--- src/rtl/alu_share_arbiter_pkg.sv ---
`default_nettype none
// ============================================================================
// alu_share_arbiter_pkg : ALU control codes and field widths shared by the
//                         arbiter and its users.            Rev 1.0
// ============================================================================
package alu_share_arbiter_pkg;

    localparam int ALU_CTL_W = 4;
    localparam int SHAMT_W   = 5;

    localparam logic [ALU_CTL_W-1:0] C_ALU_AND   = 4'd0;
    localparam logic [ALU_CTL_W-1:0] C_ALU_OR    = 4'd1;
    localparam logic [ALU_CTL_W-1:0] C_ALU_ADD   = 4'd2;
    localparam logic [ALU_CTL_W-1:0] C_ALU_SRLV  = 4'd3;
    localparam logic [ALU_CTL_W-1:0] C_ALU_SRL   = 4'd4;
    localparam logic [ALU_CTL_W-1:0] C_ALU_LUI   = 4'd5;
    localparam logic [ALU_CTL_W-1:0] C_ALU_SUB   = 4'd6;
    localparam logic [ALU_CTL_W-1:0] C_ALU_SLT   = 4'd7;
    localparam logic [ALU_CTL_W-1:0] C_ALU_ORI   = 4'd8;
    localparam logic [ALU_CTL_W-1:0] C_ALU_EQ    = 4'd9;
    localparam logic [ALU_CTL_W-1:0] C_ALU_MUL   = 4'd10;
    localparam logic [ALU_CTL_W-1:0] C_ALU_PASSA = 4'd11;

endpackage : alu_share_arbiter_pkg
`default_nettype wire

--- src/rtl/alu_share_arbiter_rr.sv ---
`default_nettype none
// ============================================================================
// rr_arbiter : combinational round-robin pick, first requester at or above
//              ptr_i, wrapping to the lowest index otherwise.   Rev 1.0
// ============================================================================
module rr_arbiter #(
    parameter int NREQ = 2,
    parameter int ID_W = 1
) (
    input  logic [NREQ-1:0] req_i,
    input  logic [ID_W-1:0] ptr_i,
    input  logic            en_i,
    output logic [NREQ-1:0] gnt_o,
    output logic [ID_W-1:0] gnt_idx_o
);

    logic            hi_hit_w;
    logic            any_hit_w;
    logic [ID_W-1:0] hi_idx_w;
    logic [ID_W-1:0] lo_idx_w;

    always_comb begin
        hi_hit_w  = 1'b0;
        any_hit_w = 1'b0;
        hi_idx_w  = '0;
        lo_idx_w  = '0;
        gnt_o     = '0;
        // Scanning downward leaves the lowest qualifying index in each slot.
        for (int i = NREQ - 1; i >= 0; i--) begin
            if (req_i[i]) begin
                any_hit_w = 1'b1;
                lo_idx_w  = ID_W'(i);
                if (i >= int'(ptr_i)) begin
                    hi_hit_w = 1'b1;
                    hi_idx_w = ID_W'(i);
                end
            end
        end
        gnt_idx_o = hi_hit_w ? hi_idx_w : lo_idx_w;
        for (int i = 0; i < NREQ; i++) begin
            if (en_i && any_hit_w && (ID_W'(i) == gnt_idx_o)) begin
                gnt_o[i] = 1'b1;
            end
        end
    end

endmodule : rr_arbiter
`default_nettype wire

--- src/rtl/alu_share_arbiter.sv ---
`default_nettype none
// ============================================================================
// alu_share_arbiter : shares one external ALU among NREQ requesters through a
//                     2-stage operand/result pipeline.        Rev 1.0
// ============================================================================
module alu_share_arbiter
    import alu_share_arbiter_pkg::*;
#(
    parameter int NREQ = 2,
    parameter int W    = 32,
    parameter int ID_W = 1
) (
    input  logic                      clk_i,
    input  logic                      rst_i,
    input  logic [NREQ-1:0]           req_valid_i,
    output logic [NREQ-1:0]           req_ready_o,
    input  logic [ALU_CTL_W*NREQ-1:0] req_ctl_i,
    input  logic [W*NREQ-1:0]         req_a_i,
    input  logic [W*NREQ-1:0]         req_b_i,
    input  logic [SHAMT_W*NREQ-1:0]   req_shamt_i,
    output logic [ALU_CTL_W-1:0]      alu_ctl_o,
    output logic [W-1:0]              alu_a_o,
    output logic [W-1:0]              alu_b_o,
    output logic [SHAMT_W-1:0]        alu_shamt_o,
    input  logic [W-1:0]              alu_out_i,
    input  logic                      alu_zero_i,
    output logic                      rsp_valid_o,
    input  logic                      rsp_ready_i,
    output logic [ID_W-1:0]           rsp_id_o,
    output logic [W-1:0]              rsp_data_o,
    output logic                      rsp_zero_o,
    output logic                      busy_o
);

    logic                 v1_q, v1_d;
    logic [ID_W-1:0]      id1_q, id1_d;
    logic [ALU_CTL_W-1:0] ctl1_q, ctl1_d;
    logic [W-1:0]         a1_q, a1_d, b1_q, b1_d;
    logic [SHAMT_W-1:0]   shamt1_q, shamt1_d;
    logic                 v2_q, v2_d;
    logic [ID_W-1:0]      id2_q, id2_d;
    logic [W-1:0]         data2_q, data2_d;
    logic                 zero2_q, zero2_d;
    logic [ID_W-1:0]      ptr_q, ptr_d;

    logic                 s2_free_w, s1_adv_w, s1_free_w;
    logic [NREQ-1:0]      gnt_w;
    logic [ID_W-1:0]      gnt_idx_w;

    assign s2_free_w = !v2_q || rsp_ready_i;
    assign s1_adv_w  = v1_q && s2_free_w;
    assign s1_free_w = !v1_q || s1_adv_w;

    // Reset gates the grant so nothing is accepted while the pipe is held clear.
    rr_arbiter #(
        .NREQ (NREQ),
        .ID_W (ID_W)
    ) u_rr (
        .req_i     (req_valid_i),
        .ptr_i     (ptr_q),
        .en_i      (s1_free_w && !rst_i),
        .gnt_o     (gnt_w),
        .gnt_idx_o (gnt_idx_w)
    );

    always_comb begin
        v1_d     = v1_q;
        id1_d    = id1_q;
        ctl1_d   = ctl1_q;
        a1_d     = a1_q;
        b1_d     = b1_q;
        shamt1_d = shamt1_q;
        v2_d     = v2_q;
        id2_d    = id2_q;
        data2_d  = data2_q;
        zero2_d  = zero2_q;
        ptr_d    = ptr_q;

        if (s1_free_w) begin
            v1_d = |gnt_w;
        end
        for (int i = 0; i < NREQ; i++) begin
            if (gnt_w[i]) begin
                id1_d    = gnt_idx_w;
                ctl1_d   = req_ctl_i[ALU_CTL_W*i +: ALU_CTL_W];
                a1_d     = req_a_i[W*i +: W];
                b1_d     = req_b_i[W*i +: W];
                shamt1_d = req_shamt_i[SHAMT_W*i +: SHAMT_W];
                ptr_d    = (gnt_idx_w == ID_W'(NREQ - 1)) ? '0 : gnt_idx_w + ID_W'(1);
            end
        end

        if (s2_free_w) begin
            v2_d = v1_q;
            if (v1_q) begin
                id2_d   = id1_q;
                data2_d = alu_out_i;
                zero2_d = alu_zero_i;
            end
        end
    end

    always_ff @(posedge clk_i or posedge rst_i) begin
        if (rst_i) begin
            v1_q     <= 1'b0;
            id1_q    <= '0;
            ctl1_q   <= '0;
            a1_q     <= '0;
            b1_q     <= '0;
            shamt1_q <= '0;
            v2_q     <= 1'b0;
            id2_q    <= '0;
            data2_q  <= '0;
            zero2_q  <= 1'b0;
            ptr_q    <= '0;
        end else begin
            v1_q     <= v1_d;
            id1_q    <= id1_d;
            ctl1_q   <= ctl1_d;
            a1_q     <= a1_d;
            b1_q     <= b1_d;
            shamt1_q <= shamt1_d;
            v2_q     <= v2_d;
            id2_q    <= id2_d;
            data2_q  <= data2_d;
            zero2_q  <= zero2_d;
            ptr_q    <= ptr_d;
        end
    end

    assign req_ready_o = gnt_w;
    assign alu_ctl_o   = ctl1_q;
    assign alu_a_o     = a1_q;
    assign alu_b_o     = b1_q;
    assign alu_shamt_o = shamt1_q;
    assign rsp_valid_o = v2_q;
    assign rsp_id_o    = id2_q;
    assign rsp_data_o  = data2_q;
    assign rsp_zero_o  = zero2_q;
    assign busy_o      = v1_q || v2_q;

endmodule : alu_share_arbiter
`default_nettype wire
--- config.mk ---
export PLATFORM = sky130hd
export DESIGN_NAME = alu_share_arbiter
export DESIGN_NICKNAME = d
export VERILOG_FILES = /design/src/rtl/alu_share_arbiter_pkg.sv /design/src/rtl/alu_share_arbiter_rr.sv /design/src/rtl/alu_share_arbiter.sv
export SDC_FILE = /design/constraint.sdc
export NUM_CORES = 1
export LEC_CHECK = 0
export BUFFER_PORTS_ARGS = -buffer_cell sky130_fd_sc_hd__buf_4
export CAP_MARGIN = 40
export CORE_AREA = 2 2 116 118
export CTS_CLUSTER_SIZE = 16
export DETAILED_ROUTE_END_ITERATION = 10
export DIE_AREA = 0 0 118 120
export HOLD_SLACK_MARGIN = 0.08
export PLACE_DENSITY = 0.75
export SYNTH_ARGS = -nofsm -noshare
export SYNTH_HDL_FRONTEND = slang
export SYNTH_SLANG_ARGS = --single-unit
--- constraint.sdc ---
create_clock -name clk_i -period 5.2 [get_ports clk_i]
set_input_delay 1.04 -clock clk_i [delete_from_list [all_inputs] [get_ports clk_i]]
set_output_delay 1.04 -clock clk_i [all_outputs]
set_load 0.005 [all_outputs]
Word-level counts from Yosys, hierarchy flattened --
Index checks and enable logic that the tools add are counted.
Operators by class: $lt $le $gt $ge 1, reductions and logical operators 14, multiplexer cells 23, $add $sub $neg 1, bitwise operators 1
Operator list (number):
- 32-bit 2-to-1 mux | 4
- 1-bit 2-to-1 mux | 15
- 5-bit 2-to-1 mux | 2
- 4-bit 2-to-1 mux | 2
- 1-bit logical AND | 5
- 1-bit logical NOT | 3
- 1-bit logical OR | 3
- 2-bit AND reduction | 1
- 2-bit nonzero test | 1
- 2-bit OR reduction | 1
- 1-bit adder (second input constant) | 1
- 1-bit >= comparator (first input constant) | 1
- 1-bit inverter | 1
Storage, ports and cells: register bits 111, output and inout port bits 111, word-level logic and storage cells 51, input port bits 184

Longest topological paths before layout --
word-level depth 10, depth in mapped cells 6, gate-level depth less buffers 3

By module --
A second synthesis with hierarchy kept.
Second synthesis, totals: cell total of the unflattened synthesis 409, area, all modules 4942.2 um2
Modules (own cells, without submodules):
- alu_share_arbiter | area each 4914.7 um2, cells an instance 404, seq. area each 2777.7 um2, times used 1
- rr_arbiter | area each 27.5 um2, cells an instance 5, seq. area each 0.0 um2, times used 1

Worst setup path after synthesis --
No wires, ideal clock.
path kind input port to output port, start point input port req_valid_i[0], end point output port req_ready_o[1], stages on the path 5, path buffers 2, data arrival time 1.787 ns, path slack 2.373 ns, required time 4.160 ns, cells stage by stage o21ba_2 > and2_1 > buf_6 > buf_6 > and2_1
On the way: longest elaborated chain between the ends 4, elaborated cells between the ends (all ways) 8, those cells by class mux (6); reduce/logical (2)
RTL lines:
- from (decl) | RTL line alu_share_arbiter.sv:15 | input logic [NREQ-1:0] req_valid_i,
- 1-bit 2-to-1 mux | RTL line alu_share_arbiter_rr.sv:30 | if (req_i[i]) begin
- 1-bit 2-to-1 mux or 1-bit logical AND (tied branches) | RTL line alu_share_arbiter_rr.sv:39, alu_share_arbiter_rr.sv:41
- 1-bit logical AND (*) | RTL line alu_share_arbiter_rr.sv:41 | if (en_i && any_hit_w && (ID_W'(i) == gnt_idx_o)) begin
- 1-bit 2-to-1 mux (*) | RTL line alu_share_arbiter_rr.sv:41
- to (decl) | RTL line alu_share_arbiter.sv:16 | output logic [NREQ-1:0] req_ready_o,
Mark *: on every way between the ends. The rest lies on a longest branch, timed or not.

Worst setup path in the final report --
start point input port rst_i, end point output port req_ready_o[1]
On the way: longest elaborated chain between the ends 5
RTL lines:
- from (decl) | RTL line alu_share_arbiter.sv:14 | input logic rst_i,
- 1-bit logical NOT (no line)
- 1-bit logical AND | RTL line alu_share_arbiter.sv:61 | .en_i (s1_free_w && !rst_i),
- 1-bit logical AND (2 in series) | RTL line alu_share_arbiter_rr.sv:41
- 1-bit 2-to-1 mux | RTL line alu_share_arbiter_rr.sv:41
No other way between the ends.

==> qor.log <==
INFO  timing         final_setup_violations=0
INFO  drt            number_of_violations_reported_at_the_end_of_detailed_routing_iteration_0=439
INFO  power_and_ir_drop static-leakage-power=3.40nW
INFO  job            drv.max_cap_violation_count=0
INFO  global_routing initial_antenna_violation_count=0
INFO  synth          ys_async_sr_fraction=100%
INFO  final_layout   final_cell_count_no_fill=953
INFO  setup_path     worstPathCellList=buf_4 -> o21ba_2 -> and2_2 -> and2_1 -> buf_4
INFO  drt            via_total_after_detailed_routing=5491
INFO  setup_path     r2r_end=id1_q
INFO  placed_design  buffer_ports.inserted=294
INFO  final_layout   layout.nets=956
INFO  clocking       postCtsSetupBuffers=0
INFO  setup_path     worst-setup-path-type=input port to primary output
INFO  timing         maxSlewHeadroom=44.9%
INFO  drt            via_per_inst=5.76
INFO  global_routing grtUsageMet2=42.6%
INFO  final_layout   post-route-util=60.3%
INFO  setup_path     worst_path_max_delay_cell=and2_2
INFO  global_routing grt.overflow.total=0
INFO  synth          synth-edff-count=0
INFO  synth          synth_fp_nets=707
INFO  setup_path     critPathRequiredTime=4160ps
INFO  clocking       clk_transition_reported_paths=80ps
INFO  setup_path     critical_path_s_largest_stage_delay=340ps
INFO  floorplan      design.core.area=13000µm²
INFO  final_layout   multi_input_comb_area=2220µm²
INFO  synth          yosys.area.top_type_share=52.2%
INFO  power_and_ir_drop p_per_area=332nW/µm²
INFO  floorplan      boundaryPins=295
INFO  synth          synth-seq-cells=111
INFO  placed_design  gpl.final_weighted_congestion=0.778
INFO  hold_path      min_to=rsp_data_o[0]
INFO  final_layout   seq_area=2780µm²
INFO  placed_design  placed_cells_incl_taps=937
INFO  final_layout   n_antenna_cell=0
INFO  clocking       clock_latency=350ps
INFO  synth          synth_compound_gate_area_share=33.0%
INFO  synth          synth_area_leaders=dfrtp_1, o211ai_1, a31oi_1, mux2_2, a21oi_1
INFO  timing         rsz_0062_raised_after_global_routing=no
INFO  floorplan      rows=42
INFO  hold_path      hold_path.startpoint=rsp_data_o[0]
INFO  clocking       tritoncts=built
INFO  final_layout   drive_above_1_share=46.7%
INFO  timing         final.period_utilization=59.5%
INFO  global_routing globalRoute.busiestLayer=met2
INFO  floorplan      initial_utilization=41.0%
INFO  synth          synthesized_area_per_cell=10.2µm²
INFO  clocking       ctsRootBufferMaster=clkbuf_16
INFO  global_routing grt_first_pass_wirelength=28.9mm
INFO  setup_path     rr_worst_depth=4
INFO  synth          fraction_of_the_yosys_area_taken_by_sequential_cells=52.2%
INFO  synth          synthSimpleGateAreaFrac=1.20%
INFO  synth          synth_xor_xnor_area_share=0%
INFO  final_layout   postLayoutCellArea=7830µm²
INFO  timing         max_clock_freq=323MHz
INFO  clocking       cts_hold_repair.buffers=0
INFO  timing         hold_viol=0
INFO  timing         timing_max_transition_violations_final=0
INFO  synth          ys_types=22
INFO  drt            drc_errors=0
INFO  floorplan      total_die_area=14200µm²
INFO  timing         worstMarginPinSlew=826ps
INFO  global_routing grtUsageMet3=5.51%
INFO  clocking       tritoncts_buffer_count=9
INFO  setup_path     worst_setup_end_kind=primary output
INFO  setup_path     reg2reg_setup_slack=3140ps
INFO  power_and_ir_drop irDropWorstVdd=0.141mV
INFO  placed_design  dpl_cell_area=7550µm²
INFO  synth          synthAdderAreaFrac=0%
INFO  setup_path     cpMostUsedCell=buf_4
INFO  clocking       clock_tree.htree_level_count=3
INFO  global_routing first_global_vias=5294
INFO  timing         min_period=3100ps
INFO  setup_path     critical_path.startpoint_type=input port
INFO  hold_path      holdPathStages=1
INFO  synth          count_of_synthesis_stage_warnings_from_yosys=0
INFO  hold_path      min_path_type=flop to flop
INFO  placed_design  place_hpwl=12.7mm
INFO  synth          yosys.area.top_type=dfrtp_1
INFO  drt            dr.pass1.iters=7
INFO  global_routing grt_usage=25.5%
INFO  synth          synth_mux_area_share=7.40%
INFO  setup_path     crit_fanout=16
INFO  setup_path     arrival=2060ps
INFO  clocking       clock_sink_count=111
INFO  timing         finalSetupTns=0ps
INFO  synth          synth_top_family_by_area=compound AO/OA/AOI/OAI gates
INFO  drt            drt_wl_total=18.7mm
INFO  final_layout   layout.filler_cells=1122
INFO  drt            detail-route-antenna-nets=0
INFO  floorplan      floorplan.die.width=118µm
INFO  clocking       postCtsResizedCells=0
INFO  timing         final.setup_skew=8.86ps
INFO  clocking       ctsLongestPathBuffers=2
INFO  synth          post_synth_instance_area=5330µm²
INFO  drt            post_drt_wl_per_cell=19.6µm
INFO  global_routing grt_util_met1=32.2%
INFO  global_routing grt_start_max_net_pins=76
INFO  synth          main_synth_ff_type=dfrtp_1
INFO  synth          synth_instances=523
INFO  run_status     run_status=finished, final reports clean
INFO  setup_path     worstReg2RegStart=rsp_valid_o
INFO  floorplan      die_h=120µm
INFO  final_layout   flow.area_growth_from_synthesis=47.0%
[synth_stat cells (2+ instances only)]
master and n:
a21oi_1 75, a31oi_1 73, and2_1 2, buf_2 15, buf_6 6, clkbuf_1 44, dfrtp_1 111, inv_1 2
inv_2 2, mux2_2 35, nand2_1 2, nand2b_1 2, o211ai_1 73, o21ai_0 73
[area by class of cell]
class                   instances  share of cell area [%]
well taps                     176                    2.81
inverters                       4                   0.224
repair buffers                305                    29.6
clock buffers                  10                    2.92
multi-input cells             341                    28.3
flip-flops and latches        111                    35.5
clock inverters                 6                   0.687
[per-stage QoR]
stage	power [mW]	hold slack [ps]	worst slack, ps
after floorplan	1.47	471	1230
after global placement	1.92	487	2110
after detailed placement	1.95	494	2110
after CTS	2.61	511	2100
after global routing	2.72	521	2030
final	2.60	509	2100
[logic make-up (layout without fill, tap and decap cells)]
group	count (synthesis)	count (layout)
AO/OA/AOI/OAI	295	295
buffers and inverters	71	325
multiplexers	35	35
AND/OR/NAND/NOR	11	11
flip-flops	111	111
[where the power goes]
group          switching (mW)  internal [mW]  leakage, nW
logic                   0.362          0.435         2.01
registers               0.102           1.03         1.26
clock network           0.329          0.333        0.135
total                   0.793           1.80         3.40
[per-layer routing]
metal  wire [µm]  share of wire (%)
met5           0                  0
met4         536                2.9
met3        1600                8.6
met2        9350                 50
met1        7210                 39
[sequential cells by signal, summed over array words and instances, names as in the netlist]
signal,flops
rsp_data_o,32
alu_a_o,32
v1_q,1
ptr_q,1
id1_q,1
rsp_id_o,1
alu_b_o,32
rsp_zero_o,1
alu_ctl_o,4
alu_shamt_o,5
rsp_valid_o,1
[critical path, delay by kind of cell]
family | cells | cell delay, ps
AOI/OAI and AO/OA | 1 | 240
buffers and inverters | 2 | 230
and+or+nand+nor | 2 | 530
[layout by cell type, fill, tap and decap left out, types with 2 or more instances in the layout]
master	instances
a31oi_1	73
clkbuf_16	9
mux2_2	35
a21oi_1	75
nand2b_1	2
inv_2	2
o21ai_0	73
dfrtp_1	110
buf_4	303
clkinv_4	3
o211ai_1	73
buf_12	2
nand2_1	2
[worst max path at each step]
stage / start / end / slack, ps / depth (start not counted)
after CTS: rst_i / req_ready_o[1] / 2100 / 5
after global placement: rst_i / req_ready_o[0] / 2110 / 5
after floorplan: rst_i / alu_a_o[0] / 1230 / 1
after global routing: rst_i / req_ready_o[0] / 2030 / 5
final: rst_i / req_ready_o[1] / 2100 / 5
after detailed placement: rst_i / req_ready_o[1] / 2110 / 5
Power figures use the tool's default switching activity.
